==> config.mk <==
export PLATFORM = sky130hd
export DESIGN_NAME = liteeth_sram_fifo_ctrl
export DESIGN_NICKNAME = d
export VERILOG_FILES = /design/src/rtl/liteeth_sram_fifo_ctrl.sv
export SDC_FILE = /design/constraint.sdc
export NUM_CORES = 1
export LEC_CHECK = 0
export CAP_MARGIN = 20
export CORE_ASPECT_RATIO = 0.6
export CORE_MARGIN = 5
export CORE_UTILIZATION = 60
export DETAILED_ROUTE_END_ITERATION = 12
export DONT_BUFFER_PORTS = 1
export PLACE_DENSITY_LB_ADDON = 0.08
export SYNTH_ARGS = -nofsm -noshare
export SYNTH_HDL_FRONTEND = slang
export SYNTH_SLANG_ARGS = --single-unit
==> constraint.sdc <==
create_clock -name clk -period 3.8 [get_ports clk]
set_input_delay 0.76 -clock clk [delete_from_list [all_inputs] [get_ports clk]]
set_output_delay 0.76 -clock clk [all_outputs]
set_load 0.02 [all_outputs]
==> src/rtl/liteeth_sram_fifo_ctrl.sv <==
// LiteEth SRAM FIFO controller.
// Drives a 1rw1r SRAM macro as a synchronous FIFO: rw0 is used for writes and r0 for reads.
// A 2-entry output buffer hides the one-cycle SRAM read latency, so the FIFO can move
// one word per cycle in and one word per cycle out.
module liteeth_sram_fifo_ctrl #(
    parameter int BITS       = 64,
    parameter int WORD_DEPTH = 64,
    parameter int ADDR_WIDTH = 6
) (
    input  logic                  clk,
    input  logic                  rst_n,
    input  logic                  flush,
    input  logic                  sink_valid,
    output logic                  sink_ready,
    input  logic [BITS-1:0]       sink_data,
    output logic                  source_valid,
    input  logic                  source_ready,
    output logic [BITS-1:0]       source_data,
    output logic [ADDR_WIDTH:0]   level,
    output logic                  sram_rw0_ce,
    output logic                  sram_rw0_we,
    output logic [ADDR_WIDTH-1:0] sram_rw0_addr,
    output logic [BITS-1:0]       sram_rw0_wd,
    output logic                  sram_r0_ce,
    output logic [ADDR_WIDTH-1:0] sram_r0_addr,
    input  logic [BITS-1:0]       sram_r0_rd
);

    localparam int                CW      = ADDR_WIDTH + 1;
    localparam int                LW      = ADDR_WIDTH + 2;
    localparam logic [CW-1:0]     DEPTH_C = CW'(WORD_DEPTH);
    localparam logic [LW-1:0]     DEPTH_L = LW'(WORD_DEPTH);

    logic [ADDR_WIDTH-1:0] wr_ptr_q, wr_ptr_d;
    logic [ADDR_WIDTH-1:0] rd_ptr_q, rd_ptr_d;
    logic [CW-1:0]         mem_count_q, mem_count_d;
    logic                  inflight_q, inflight_d;
    logic [1:0]            out_count_q, out_count_d;
    logic [BITS-1:0]       out0_q, out0_d;
    logic [BITS-1:0]       out1_q, out1_d;

    logic                  wr_fire;
    logic                  rd_issue;
    logic                  pop;
    logic [2:0]            pending;
    logic [LW-1:0]         total;

    // Handshakes, SRAM port drive and level reporting; everything is gated while reset is held.
    always_comb begin
        source_valid  = (out_count_q != 2'd0);
        source_data   = out0_q;
        pop           = source_valid && source_ready;
        sink_ready    = rst_n && (mem_count_q < DEPTH_C) && !flush;
        wr_fire       = sink_valid && sink_ready;
        pending       = {1'b0, out_count_q} + {2'b00, inflight_q};
        rd_issue      = rst_n && (mem_count_q != '0) && !flush
                        && (pending < (3'd2 + {2'b00, pop}));
        sram_rw0_ce   = wr_fire;
        sram_rw0_we   = wr_fire;
        sram_rw0_addr = wr_ptr_q;
        sram_rw0_wd   = sink_data;
        sram_r0_ce    = rd_issue;
        sram_r0_addr  = rd_ptr_q;
        total         = {1'b0, mem_count_q} + LW'(inflight_q) + LW'(out_count_q);
        level         = (total > DEPTH_L) ? DEPTH_C : total[CW-1:0];
    end

    // Next-state for pointers, occupancy and the output buffer; flush wipes everything.
    always_comb begin
        wr_ptr_d    = wr_ptr_q + ADDR_WIDTH'(wr_fire);
        rd_ptr_d    = rd_ptr_q + ADDR_WIDTH'(rd_issue);
        mem_count_d = mem_count_q + CW'(wr_fire) - CW'(rd_issue);
        inflight_d  = rd_issue;
        out0_d      = out0_q;
        out1_d      = out1_q;
        out_count_d = out_count_q;
        if (pop) begin
            out0_d      = out1_q;
            out_count_d = out_count_q - 2'd1;
        end
        if (inflight_q) begin
            if (out_count_d == 2'd0) begin
                out0_d = sram_r0_rd;
            end else begin
                out1_d = sram_r0_rd;
            end
            out_count_d = out_count_d + 2'd1;
        end
        if (flush) begin
            wr_ptr_d    = '0;
            rd_ptr_d    = '0;
            mem_count_d = '0;
            inflight_d  = 1'b0;
            out_count_d = 2'd0;
        end
    end

    // State registers with asynchronous clear.
    always_ff @(posedge clk or negedge rst_n) begin
        if (!rst_n) begin
            wr_ptr_q    <= '0;
            rd_ptr_q    <= '0;
            mem_count_q <= '0;
            inflight_q  <= 1'b0;
            out_count_q <= 2'd0;
            out0_q      <= '0;
            out1_q      <= '0;
        end else begin
            wr_ptr_q    <= wr_ptr_d;
            rd_ptr_q    <= rd_ptr_d;
            mem_count_q <= mem_count_d;
            inflight_q  <= inflight_d;
            out_count_q <= out_count_d;
            out0_q      <= out0_d;
            out1_q      <= out1_d;
        end
    end

endmodule

==> flow_metrics.py, run 1 <==
metrics = {
    "status": {
        "status": "complete, no violations",
    },
    "timing": {
        "post-route-period-util_pct": 91.46,
        "fin_skew_ns": 0.01220,
        "fmax_mhz": 287.7,
        "layout_min_cycle_time_ns": 3.475,
        "hold_viol": 0,
        "setup_viol": 0,
        "rsz0062_at_grt": "no",
        "slew_violations": 0,
        "tns_ns": 0,
        "maxSlewHeadroom_pct": 58.39,
        "tightest_slew_ns": 0.6160,
    },
    "synth": {
        "yosysMostFrequentCell": "dfrtp_1",
        "synth_top_area_share_pct": 50.30,
        "netlist_instances": 644,
        "seq_area_frac_synth_pct": 50.30,
        "syn-cell-area_mm2": 0.007462,
        "synth_warnings": 0,
        "yosysTopAreaCell": "dfrtp_1",
        "synth_nets": 802,
        "ys_ff_latch": 150,
        "synth_commonest_cells": "dfrtp_1, nand2_1, buf_4",
        "synth_area_leaders": "dfrtp_1, mux2_2, mux2i_1",
        "synth-edff-count": 0,
        "ys_async_sr_fraction_pct": 100.0,
        "synth.distinct_cells": 50,
        "syn_area_per_cell_um2": 11.59,
        "synth-main-ff-cell": "dfrtp_1",
    },
    "cells_and_area": {
        "fill_cells": 943,
        "insertedDiodeCount": 0,
        "layout-drive-gt1-share_pct": 20.03,
        "fin_nets": 734,
        "seqCellArea_mm2": 0.003754,
        "multiInputGateArea_mm2": 0.002929,
        "final_cells": 754,
        "area_delta_synth_final_pct": 3.068,
    },
    "die": {
        "num_rows": 31,
        "dieWidth_um": 154.0,
        "io_pins": 285,
        "chipHeight_um": 96.39,
        "start_util_pct": 61.66,
        "die_area_mm2": 0.01484,
        "fp.coreArea_mm2": 0.01210,
    },
    "worst_setup_path": {
        "path_cells": "fa_1 -> fa_1 -> nor3_1 -> a31oi_1 -> o31a_1 -> nor3_1 -> buf_4",
        "reg2reg_depth": 14,
        "path_depth": 7,
        "cp_data_required_time_ns": 3.04,
        "crit_slowest_cell": "fa_1",
        "endpoint_kind": "primary output",
        "worst-path-buf-inv": 1,
        "cp.arrival_ns": 2.72,
        "cp-start-kind": "flop",
        "reg2reg_from": "inflight_q",
        "rrSetupSlack_ns": 0.61,
        "r2r-end": "mem_count_q[6]",
        "slowest_delay_ns": 0.49,
        "critPathKind": "reg2out",
        "crit_fanout": 8,
        "path_delay_family": "adder cells",
    },
    "detailed_routing": {
        "drt_wl_total_mm": 15.37,
        "wl_per_cell_um": 20.39,
        "vias_per_cell": 5.849,
        "drt_iter0_drc": 227,
        "drcViolationCount": 0,
        "antenna_left": 0,
        "first_pass_iters": 5,
        "vias": 4410,
    },
    "global_route": {
        "grt_pass1_wl_mm": 23.96,
        "grt_antenna_before_repair": 0,
        "grt_start_max_net_pins": 154,
        "grt_overflow": 0,
        "grt_pass1_vias": 4406,
        "gr-usage-all-layers_pct": 20.50,
    },
    "flow_run": {
        "maxCapViolCount": 0,
    },
    "clock_tree": {
        "clk_pin_slew_ns": 0.07,
        "cts.htree.levels": 4,
        "clockBufferDepth": 2,
        "root_buffer": "clkbuf_16",
        "cts_resized": 0,
        "clkSinkCount": 150,
        "numCtsBuffers": 17,
        "post_cts_buffers": 0,
        "cts_tree": "yes",
        "hold_buffers": 0,
        "clkLatencyLatePin_ns": 0.41,
    },
    "pwr": {
        "leakage_nw": 3.699,
        "vdd_drop_max_mv": 0.4634,
        "power_density_mw_per_mm2": 927.0,
    },
    "place": {
        "portBuffers": 0,
        "dp_hpwl_mm": 10.66,
        "place.gp.congestion": 0.7741,
        "placedCellCount": 721,
    },
    "min_path": {
        "hp-class": "in2async",
    },
}
## metal layers
layer / global-route usage [%] / wire, um
met3: 12.95 / 2168
met1: 24.39 / 6121
met2: 30.70 / 6871
met4: 6.980 / 209
met5: 0 / 0
## report_power, final
| group | internal, mW | total (mW) | switching, mW | leakage (nW) |
|---|---|---|---|---|
| registers | 2.34 | 3.29 | 0.954 | 1.85 |
| clock network | 1.02 | 1.71 | 0.689 | 0.294 |
| logic | 1.08 | 2.13 | 1.05 | 1.56 |
| total | 4.44 | 7.13 | 2.69 | 3.70 |
## cells in the final DEF, fill, tap and decap left out, types with 2 or more instances in the layout
cell,count
buf_4,8
a31oi_1,2
a211o_1,2
nand2_1,72
inv_6,5
clkbuf_16,17
nand3_1,6
xnor2_1,10
a21oi_1,4
and2_1,3
ha_1,22
mux2i_1,64
o21ai_0,65
clkbuf_8,2
mux2_2,64
fa_1,3
nor2_1,17
inv_1,16
bufinv_16,2
xor2_1,5
clkinv_4,3
dfrtp_1,150
nor3_1,5
nor2b_1,5
a21o_1,2
clkinvlp_4,2
buf_12,2
nor2b_4,2
nor4b_2,2
## worst register-to-register path, delay by kind of cell, from the launching register on
| kind | cells | cell delay (ns) |
|---|---|---|
| simple gates | 3 | 0.50 |
| buf+inv | 2 | 0.10 |
| fa+ha+maj | 5 | 1.38 |
| compound gates | 4 | 0.61 |
| flops | 1 | 0.47 |
## sequential cells by signal, summed over array words and instances, names as in the netlist
register       count
sram_r0_addr       6
source_data       64
inflight_q         1
mem_count_q        7
sram_rw0_addr      6
out1_q            64
out_count_q        2
## stage by stage
stage,setup WS [ns],util (%),hold slack [ns],area (um2),power [mW]
2_1_floorplan,0.2429,-,0.4644,7462,5.042
3_3_place_gp,0.6978,58.25,0.4676,7049,5.321
3_5_place_dp,0.6276,58.25,0.4668,7049,5.460
4_1_cts,0.2937,63.33,0.01636,7664,7.192
5_1_grt,0.1669,63.55,0.003796,7691,7.586
6_report,0.3246,63.55,0.03650,7691,7.129
## worst max path at each step
stage | endpoint | slack [ns] | start
after CTS | level[2] | 0.29 | inflight_q
after global placement | mem_count_q[6] | 0.70 | inflight_q
after global routing | level[3] | 0.17 | inflight_q
final | level[2] | 0.32 | inflight_q
after detailed placement | mem_count_q[6] | 0.63 | inflight_q
after floorplan | mem_count_q[6] | 0.24 | source_ready
## cell families after synthesis
| family | synth area share (%) |
|---|---|
| flops | 50.30 |
| mux | 18.24 |
| simple gates | 7.881 |
| buf+inv | 10.68 |
| compound gates | 6.640 |
| fa+ha+maj | 4.494 |
| xor+xnor | 1.760 |
## final cells by class
cell class | instances | area share [%]
flip-flops and latches | 150 | 48.80
multi-input cells | 380 | 38.08
clock buffers | 19 | 5.889
well taps | 165 | 2.684
clock inverters | 13 | 2.099
repair buffers | 11 | 1.659
inverters | 16 | 0.7809
Note: power is estimated with default switching activity, not from simulation.
==> inputs of run 2 (changes only) <==
- RECOVER_POWER: not set -> 50
- clock period: 3.8 -> 3.5 ns (I/O delays scaled with it)
==> flow_metrics.py, run 2 (synthesized netlist as in run 1, its figures left out) <==
metrics = {
    "status": {
        "status": "finished with violations",
        "violations": "negative hold slack",
    },
    "cells_and_area": {
        "fin_util_pct": 62.94,
        "fill_cells": 953,
        "insertedDiodeCount": 0,
        "fin_nets": 734,
        "mostFrequentLayoutCell": "dfrtp_1",
        "final_cells": 754,
        "final_cell_mix": "dfrtp_1, nand2_1, o21ai_0",
        "design_area_mm2": 0.007617,
        "layout-drive-gt1-share_pct": 20.20,
        "area_delta_synth_final_pct": 2.079,
    },
    "worst_setup_path": {
        "cp.arrival_ns": 2.61,
        "crit_fanout": 8,
        "critPathKind": "reg2out",
        "cp_data_required_time_ns": 2.80,
        "endpoint_kind": "primary output",
        "cp-start-kind": "flop",
    },
    "clock_tree": {
        "clk_pin_slew_ns": 0.07,
        "clockBufferDepth": 2,
        "cts_tree": "yes",
        "clkLatencyLatePin_ns": 0.42,
        "numCtsBuffers": 17,
        "post_cts_buffers": 0,
        "cts.htree.levels": 4,
        "root_buffer": "clkbuf_16",
        "clkSinkCount": 150,
    },
    "die": {
        "io_pins": 285,
        "chipHeight_um": 96.39,
        "die_area_mm2": 0.01484,
        "start_util_pct": 61.66,
        "dieWidth_um": 154.0,
        "fp.coreArea_mm2": 0.01210,
        "num_rows": 31,
    },
    "detailed_routing": {
        "wl_per_cell_um": 20.42,
        "vias": 4373,
        "drcViolationCount": 0,
        "antenna_left": 0,
        "drt_wl_total_mm": 15.39,
        "drt_iter0_drc": 196,
        "vias_per_cell": 5.800,
        "first_pass_iters": 4,
    },
    "pwr": {
        "vdd_drop_max_mv": 0.4982,
        "power_density_mw_per_mm2": 995.2,
        "power.total_mw": 7.581,
        "leakage_nw": 3.651,
    },
    "timing": {
        "setup_viol": 0,
        "slew_violations": 0,
        "fin_skew_ns": 0.01447,
        "tns_ns": 0,
        "rsz0062_at_grt": "no",
        "hold_ws_ns": -0.03080,
        "layout_min_cycle_time_ns": 3.309,
        "tightest_slew_ns": 0.8142,
        "fmax_mhz": 302.2,
        "maxSlewHeadroom_pct": 45.72,
        "fin_ws_ns": 0.1913,
        "hold_viol": 62,
        "post-route-period-util_pct": 94.54,
    },
    "place": {
        "portBuffers": 0,
        "dp_hpwl_mm": 10.88,
        "place.gp.congestion": 0.7615,
        "placedCellCount": 722,
        "placed_cell_area_mm2": 0.007076,
        "pre_cts_slack_ns": 0.4155,
    },
    "global_route": {
        "gr-usage-all-layers_pct": 21.15,
        "grt_pass1_vias": 4468,
        "grt_start_max_net_pins": 154,
        "grt_overflow": 0,
        "grt_pass1_wl_mm": 24.32,
        "grt_antenna_before_repair": 0,
    },
    "min_path": {
        "hp-class": "in2async",
    },
    "flow_run": {
        "maxCapViolCount": 0,
    },
}
[run 2: cell types whose count changed in the layout (fill, tap and decap cells not counted), sizes merged]
cell | before | now
clkinvlp | 2 | 4
inv | 21 | 23
bufinv | 2 | 0
clkinv | 4 | 2
[run 2: power breakdown]
group	total [mW]	internal (mW)	switching, mW
registers	3.58	2.54	1.04
logic	2.32	1.17	1.15
clock network	1.68	0.926	0.754
[run 2: worst max-delay path, stage by stage (launching register included)]
cell and delay [ns]:
dfrtp_1 0.46, fa_1 0.47, fa_2 0.41, nor3_1 0.20, a31oi_1 0.06, o31a_1 0.26, nor3_1 0.17, buf_4 0.17
[run 2: timing repair]
action                                  in CTS  in global routing
endpoints found under the setup margin       0                  2
resized for setup                            0                  2
endpoints found under the hold margin      150                150
[run 2: final timing paths]
check                                     from         endpoint  slack, ns  cells past startpoint
worst max-delay path                inflight_q         level[2]       0.19                      7
worst min-delay path                     rst_n  source_data[56]      -0.03                      0
worst max register to register  mem_count_q[2]   mem_count_q[6]       0.23                     14
worst min register to register      out1_q[52]       out1_q[52]       0.51                      1
max in group asynchronous                rst_n  sram_r0_addr[2]       3.29                      0
min in group clk                         flush   mem_count_q[1]       0.35                      1
[run 2: cell type report]
type / count / area (um2) / area share [%]
Sequential cell: 150 / 3754 / 49.28
Timing Repair Buffer: 11 / 107.6 / 1.413
Inverter: 16 / 60.06 / 0.7884
Tap cell: 165 / 206.4 / 2.710
Clock inverter: 13 / 111.4 / 1.462
Multi-Input combinational cell: 380 / 2945 / 38.67
Clock buffer: 19 / 432.9 / 5.683
[run 2: metal layers]
metal | part of all wire (%) | routed length (um) | track usage (%) | vias up
met3 | 14 | 2211 | 13.00 | 47
met1 | 40 | 6141 | 25.62 | 2123
met4 | 2.4 | 376 | 8.891 | 0
met2 | 43 | 6664 | 30.52 | 198
met5 | 0 | 0 | 0.3401 | -
li1 | - | - | - | 2005
==> inputs of run 3 (changes only) <==
- PLACE_DENSITY: not set -> 0.81
- PLACE_DENSITY_LB_ADDON: 0.08 -> not set
- REMOVE_ABC_BUFFERS: not set -> 1
==> flow_metrics.py, run 3 (synthesized netlist as in run 1, its figures left out) <==
metrics = {
    "status": {
        "status": "finished with violations",
        "violations": "negative hold slack",
    },
    "die": {
        "chipHeight_um": 96.39,
        "fp.coreArea_mm2": 0.01210,
        "num_rows": 31,
        "start_util_pct": 61.66,
        "die_area_mm2": 0.01484,
        "io_pins": 285,
        "dieWidth_um": 154.0,
    },
    "worst_setup_path": {
        "critPathKind": "reg2out",
        "crit_fanout": 7,
        "endpoint_kind": "primary output",
        "crit_path_start": "inflight_q",
        "cp.arrival_ns": 2.65,
        "reg2reg_depth": 16,
        "cp-start-kind": "flop",
        "reg2reg_from": "out_count_q[1]",
        "cp_data_required_time_ns": 2.80,
    },
    "detailed_routing": {
        "drcViolationCount": 0,
        "vias": 4600,
        "drt_wl_total_mm": 20.68,
        "drt_iter0_drc": 345,
        "wl_per_cell_um": 27.29,
        "first_pass_iters": 4,
        "vias_per_cell": 6.069,
        "antenna_left": 0,
    },
    "cells_and_area": {
        "final_cells": 758,
        "fin_nets": 738,
        "insertedDiodeCount": 0,
        "multiInputGateArea_mm2": 0.002937,
        "area_delta_synth_final_pct": 3.102,
        "layout-drive-gt1-share_pct": 21.08,
        "mostFrequentLayoutCell": "dfrtp_1",
        "fill_cells": 916,
        "final_cell_mix": "dfrtp_1, nand2_1, o21ai_0",
        "seqCellArea_mm2": 0.003754,
    },
    "global_route": {
        "top_usage_layer": "met2",
        "grt_start_max_net_pins": 154,
        "grt_antenna_before_repair": 0,
        "grt_pass1_vias": 4757,
        "grt_pass1_wl_mm": 30.64,
        "grt_overflow": 0,
        "grt.met1_usage_pct": 31.67,
        "met2_usage_pct": 35.27,
        "met3_usage_pct": 29.95,
        "gr-usage-all-layers_pct": 28.41,
    },
    "timing": {
        "fmax_mhz": 298.2,
        "fin_skew_ns": 0.01073,
        "fin_ws_ns": 0.1466,
        "post-route-period-util_pct": 95.81,
        "hold_viol": 47,
        "hold_ws_ns": -0.01713,
        "maxSlewHeadroom_pct": 64.75,
        "setup_viol": 0,
        "tightest_slew_ns": 0.5304,
        "layout_min_cycle_time_ns": 3.353,
        "slew_violations": 0,
    },
    "pwr": {
        "leakage_nw": 3.692,
        "power_density_mw_per_mm2": 1000,
        "vdd_drop_max_mv": 0.5078,
    },
    "clock_tree": {
        "root_buffer": "clkbuf_16",
        "clk_pin_slew_ns": 0.07,
        "cts.htree.levels": 4,
        "clockBufferDepth": 2,
        "cts_tree": "yes",
        "clkLatencyLatePin_ns": 0.41,
        "numCtsBuffers": 17,
        "clkSinkCount": 150,
    },
    "place": {
        "place.gp.congestion": 0.9006,
        "placedCellCount": 723,
        "dp_hpwl_mm": 14.80,
        "pre_cts_slack_ns": 0.2575,
        "portBuffers": 0,
    },
    "min_path": {
        "hp-class": "in2async",
    },
    "flow_run": {
        "maxCapViolCount": 0,
    },
}
run 3: metal layers:
| metal | vias to the layer above | part of all wire (%) |
|---|---|---|
| met2 | 297 | 38 |
| li1 | 2005 | - |
| met5 | - | 1.8 |
| met3 | 28 | 23 |
| met4 | 8 | 1.1 |
| met1 | 2262 | 37 |
run 3: area by class of cell:
cell class,count,area share [%]
flip-flops and latches,150,48.79
clock inverters,13,1.480
repair buffers,15,2.212
well taps,165,2.683
multi-input cells,380,38.17
clock buffers,19,5.887
inverters,16,0.7806
run 3: final timing paths:
path,endpoint,slack [ns]
min,sram_rw0_addr[0],-0.02
min reg2reg,out1_q[17],0.51
min in group clk,sram_rw0_addr[1],0.35
max,level[2],0.15
max in group asynchronous,source_data[12],3.28
max reg2reg,mem_count_q[6],0.25
run 3: repair_timing:
action / in CTS / in global routing
setup buffers: 0 / 2
hold endpoints to repair: 150 / 150
pin swaps: 0 / 1
resized for setup: 1 / 2
setup endpoints to repair: 1 / 4
run 3: power by group:
group / internal [mW] / switching [mW] / total, mW
Combinational: 1.21 / 1.19 / 2.40
Clock: 0.967 / 0.753 / 1.72
Sequential: 2.54 / 1.03 / 3.57
Total: 4.72 / 2.98 / 7.69
run 3: worst max-delay path, stage by stage, from the launching register on:
cell     delay, ns
dfrtp_1       0.38
buf_4         0.17
fa_2          0.39
fa_2          0.42
nor3_1        0.22
a31oi_1       0.06
o31a_1        0.27
nor3_1        0.17
buf_4         0.17
run 3: metrics by stage:
step	util [%]	cell area [um2]	setup TNS, ns	power [mW]	hold WS, ns
6_report	63.58	7694	0	7.693	-0.01713
5_1_grt	63.58	7694	-0.007217	8.190	-0.04622
4_1_cts	63.18	7646	0	7.711	-0.03630
3_5_place_dp	58.48	7077	0	5.964	0.4070
3_3_place_gp	58.48	7077	0	5.757	0.4085
2_1_floorplan	-	6725	-396.67	5.315	0.4044
==> variant (settings of run 3) <==
Put a register stage on the output `level`, with the module's reset. The value now appears one clock later. The other outputs are not delayed to match.
--- a/src/rtl/liteeth_sram_fifo_ctrl.sv
+++ b/src/rtl/liteeth_sram_fifo_ctrl.sv
@@ -33,2 +33,4 @@
 
+    logic [ADDR_WIDTH:0] level_d;
+
     logic [ADDR_WIDTH-1:0] wr_ptr_q, wr_ptr_d;
@@ -64,3 +66,3 @@
         total         = {1'b0, mem_count_q} + LW'(inflight_q) + LW'(out_count_q);
-        level         = (total > DEPTH_L) ? DEPTH_C : total[CW-1:0];
+        level_d       = (total > DEPTH_L) ? DEPTH_C : total[CW-1:0];
     end
@@ -118,2 +120,10 @@
 
+    always_ff @(posedge clk or negedge rst_n) begin
+        if (!rst_n) begin
+            level <= '0;
+        end else begin
+            level <= level_d;
+        end
+    end
+
 endmodule
Check against the original RTL: not equivalent (Yosys sat finds a counterexample within 4 cycles, from zero or initial values and one cycle with rst_n low).
==> variant against run 3 <==
- the flow still finishes with violations (negative hold slack)
- setup slack got worse by 0.076 ns
- sequential cell count increased by 7
- worst hold slack got worse by 0.0019 ns
- register-to-register slack worse by 0.18 ns
- count of clock-buffer cells in the layout decreased by 1
- wire length grew 1.4%
- design area is 2.5% higher
- synthesized area is 2.2% higher
- total power rose by 1.4%
- largest cell class unchanged
- largest power group unchanged
- highest routed layer unchanged
==> variant: results (changes against run 3) <==
- Worst clock skew: 0.00802 ns (was 0.0107 ns)
* Violated checks: negative hold slack (unchanged)
* Portion of the post-synthesis area used by sequential elements: 51.5% (was 50.3%)
* CP Capture Point: mem_count_q[6] (was level[2])
- Top cells by instance count after synthesis: dfrtp_1 (157), buf_4 (74), nand2_1 (74), o21ai_0 (65) (was dfrtp_1 (150), nand2_1 (72), buf_4 (71), o21ai_0 (65)).
- Overall power of the completed layout: 0.00780 W (was 0.00769 W)
* Post-synthesis cell type count: 49 (was 50)
* Drt first-iter violations: 277 (was 345)
- The path depth of the worst reg2reg path is 15 (was 16).
- The xor and xnor fraction of the mapped netlist area was 1.61% (was 1.76%).
* Global-route wire length before repair: 31.2 mm (was 30.6 mm)
* Worst slew slack as a fraction of its limit: 63.0% (was 64.8%)
* Longest individual stage delay on the worst path: 0.40 ns (was 0.42 ns)
- The largest net degree at the start of global routing came to 161 (was 154).
* Layout cells sized above 1: 20.4% (was 21.1%)
- Outcome: complete, but fails checks (unchanged).
- Leakage dissipation: 3.77 nW (was 3.69 nW)
* Adder-cell area share of the yosys netlist: 4.40% (was 4.49%)
* Critical path peak fanout: 3 (was 7)
- Leading post-synthesis cells by cell area: dfrtp_1 (52%), mux2_2 (9.5%), mux2i_1 (8.4%) (was dfrtp_1 (50%), mux2_2 (9.7%), mux2i_1 (8.6%))
- Net Switching: 0.00302 W (was 0.00298 W)
- The mux cell area share after synthesis is 17.9% (was 18.2%).
* Pre-Repair DR Iteration Count: 5 (was 4)
- The final layout net count was 752 (was 738).
- The post-synthesis compound-gate area fraction came to 6.78% (was 6.64%).
* Half-perimeter wire length after placement: 14.6 mm (was 14.8 mm)
- Placed Instances: 735 (was 723)
* Final weighted congestion in routability-driven placement: 0.813 (was 0.901)
* Maximum vdd drop: 0.469 mV (was 0.508 mV)
- Via count of the first global-routing pass: 4728 (was 4757)
- Routed vias: 4766 (was 4600)
- The final worst hold slack was -0.0191 ns (was -0.0171 ns).
* Total wire length after detailed routing: 21.0 mm (was 20.7 mm)
- Finished Layout Cells: 772 (was 758)
- The cell at the slowest stage of the critical path is fa_1 (was fa_2).
* Critical path startpoint: out_count_q[0] (was inflight_q)
- The portion of total power attributed to the clock network is 21.5% (was 22.3%).
* Endpoints failing hold: 51 (was 47)
* Arrival time at the worst endpoint: 3.72 ns (was 2.65 ns)
* Count of input and output buffers: 0 (unchanged)
[variant: cell types whose count changed after synthesis, moves of 3 or more]
cell / change
buf_2: +3
buf_4: +3
buf_6: -6
buf_8: -3
dfrtp_1: +7
nor2b_1: +6
[variant: per-stage QoR]
stage               hold slack, ns  cell area [um2]  setup slack (ns)
floorplan                    0.404             6950             -3.54
global placement             0.408             7270             0.288
detailed placement           0.407             7270            0.0242
CTS                        -0.0389             7820             0.119
global route               -0.0482             7890           -0.0134
finish                     -0.0191             7890            0.0708
[variant: final cells by class]
type                       count  area, um2
fill                         916       4370
sequential                   157       3930
inverter                      16       60.1
tap                          165        206
clock buffer                  18        429
timing repair buffer          14        150
clock inverter                14        111
multi-input combinational    388       3000
[variant: per-layer routing]
layer  part of all wire, %  track usage (%)
met5                   1.9             18.4
met4                   1.9             6.99
met3                    23             30.0
met2                    38             34.2
met1                    35             31.0
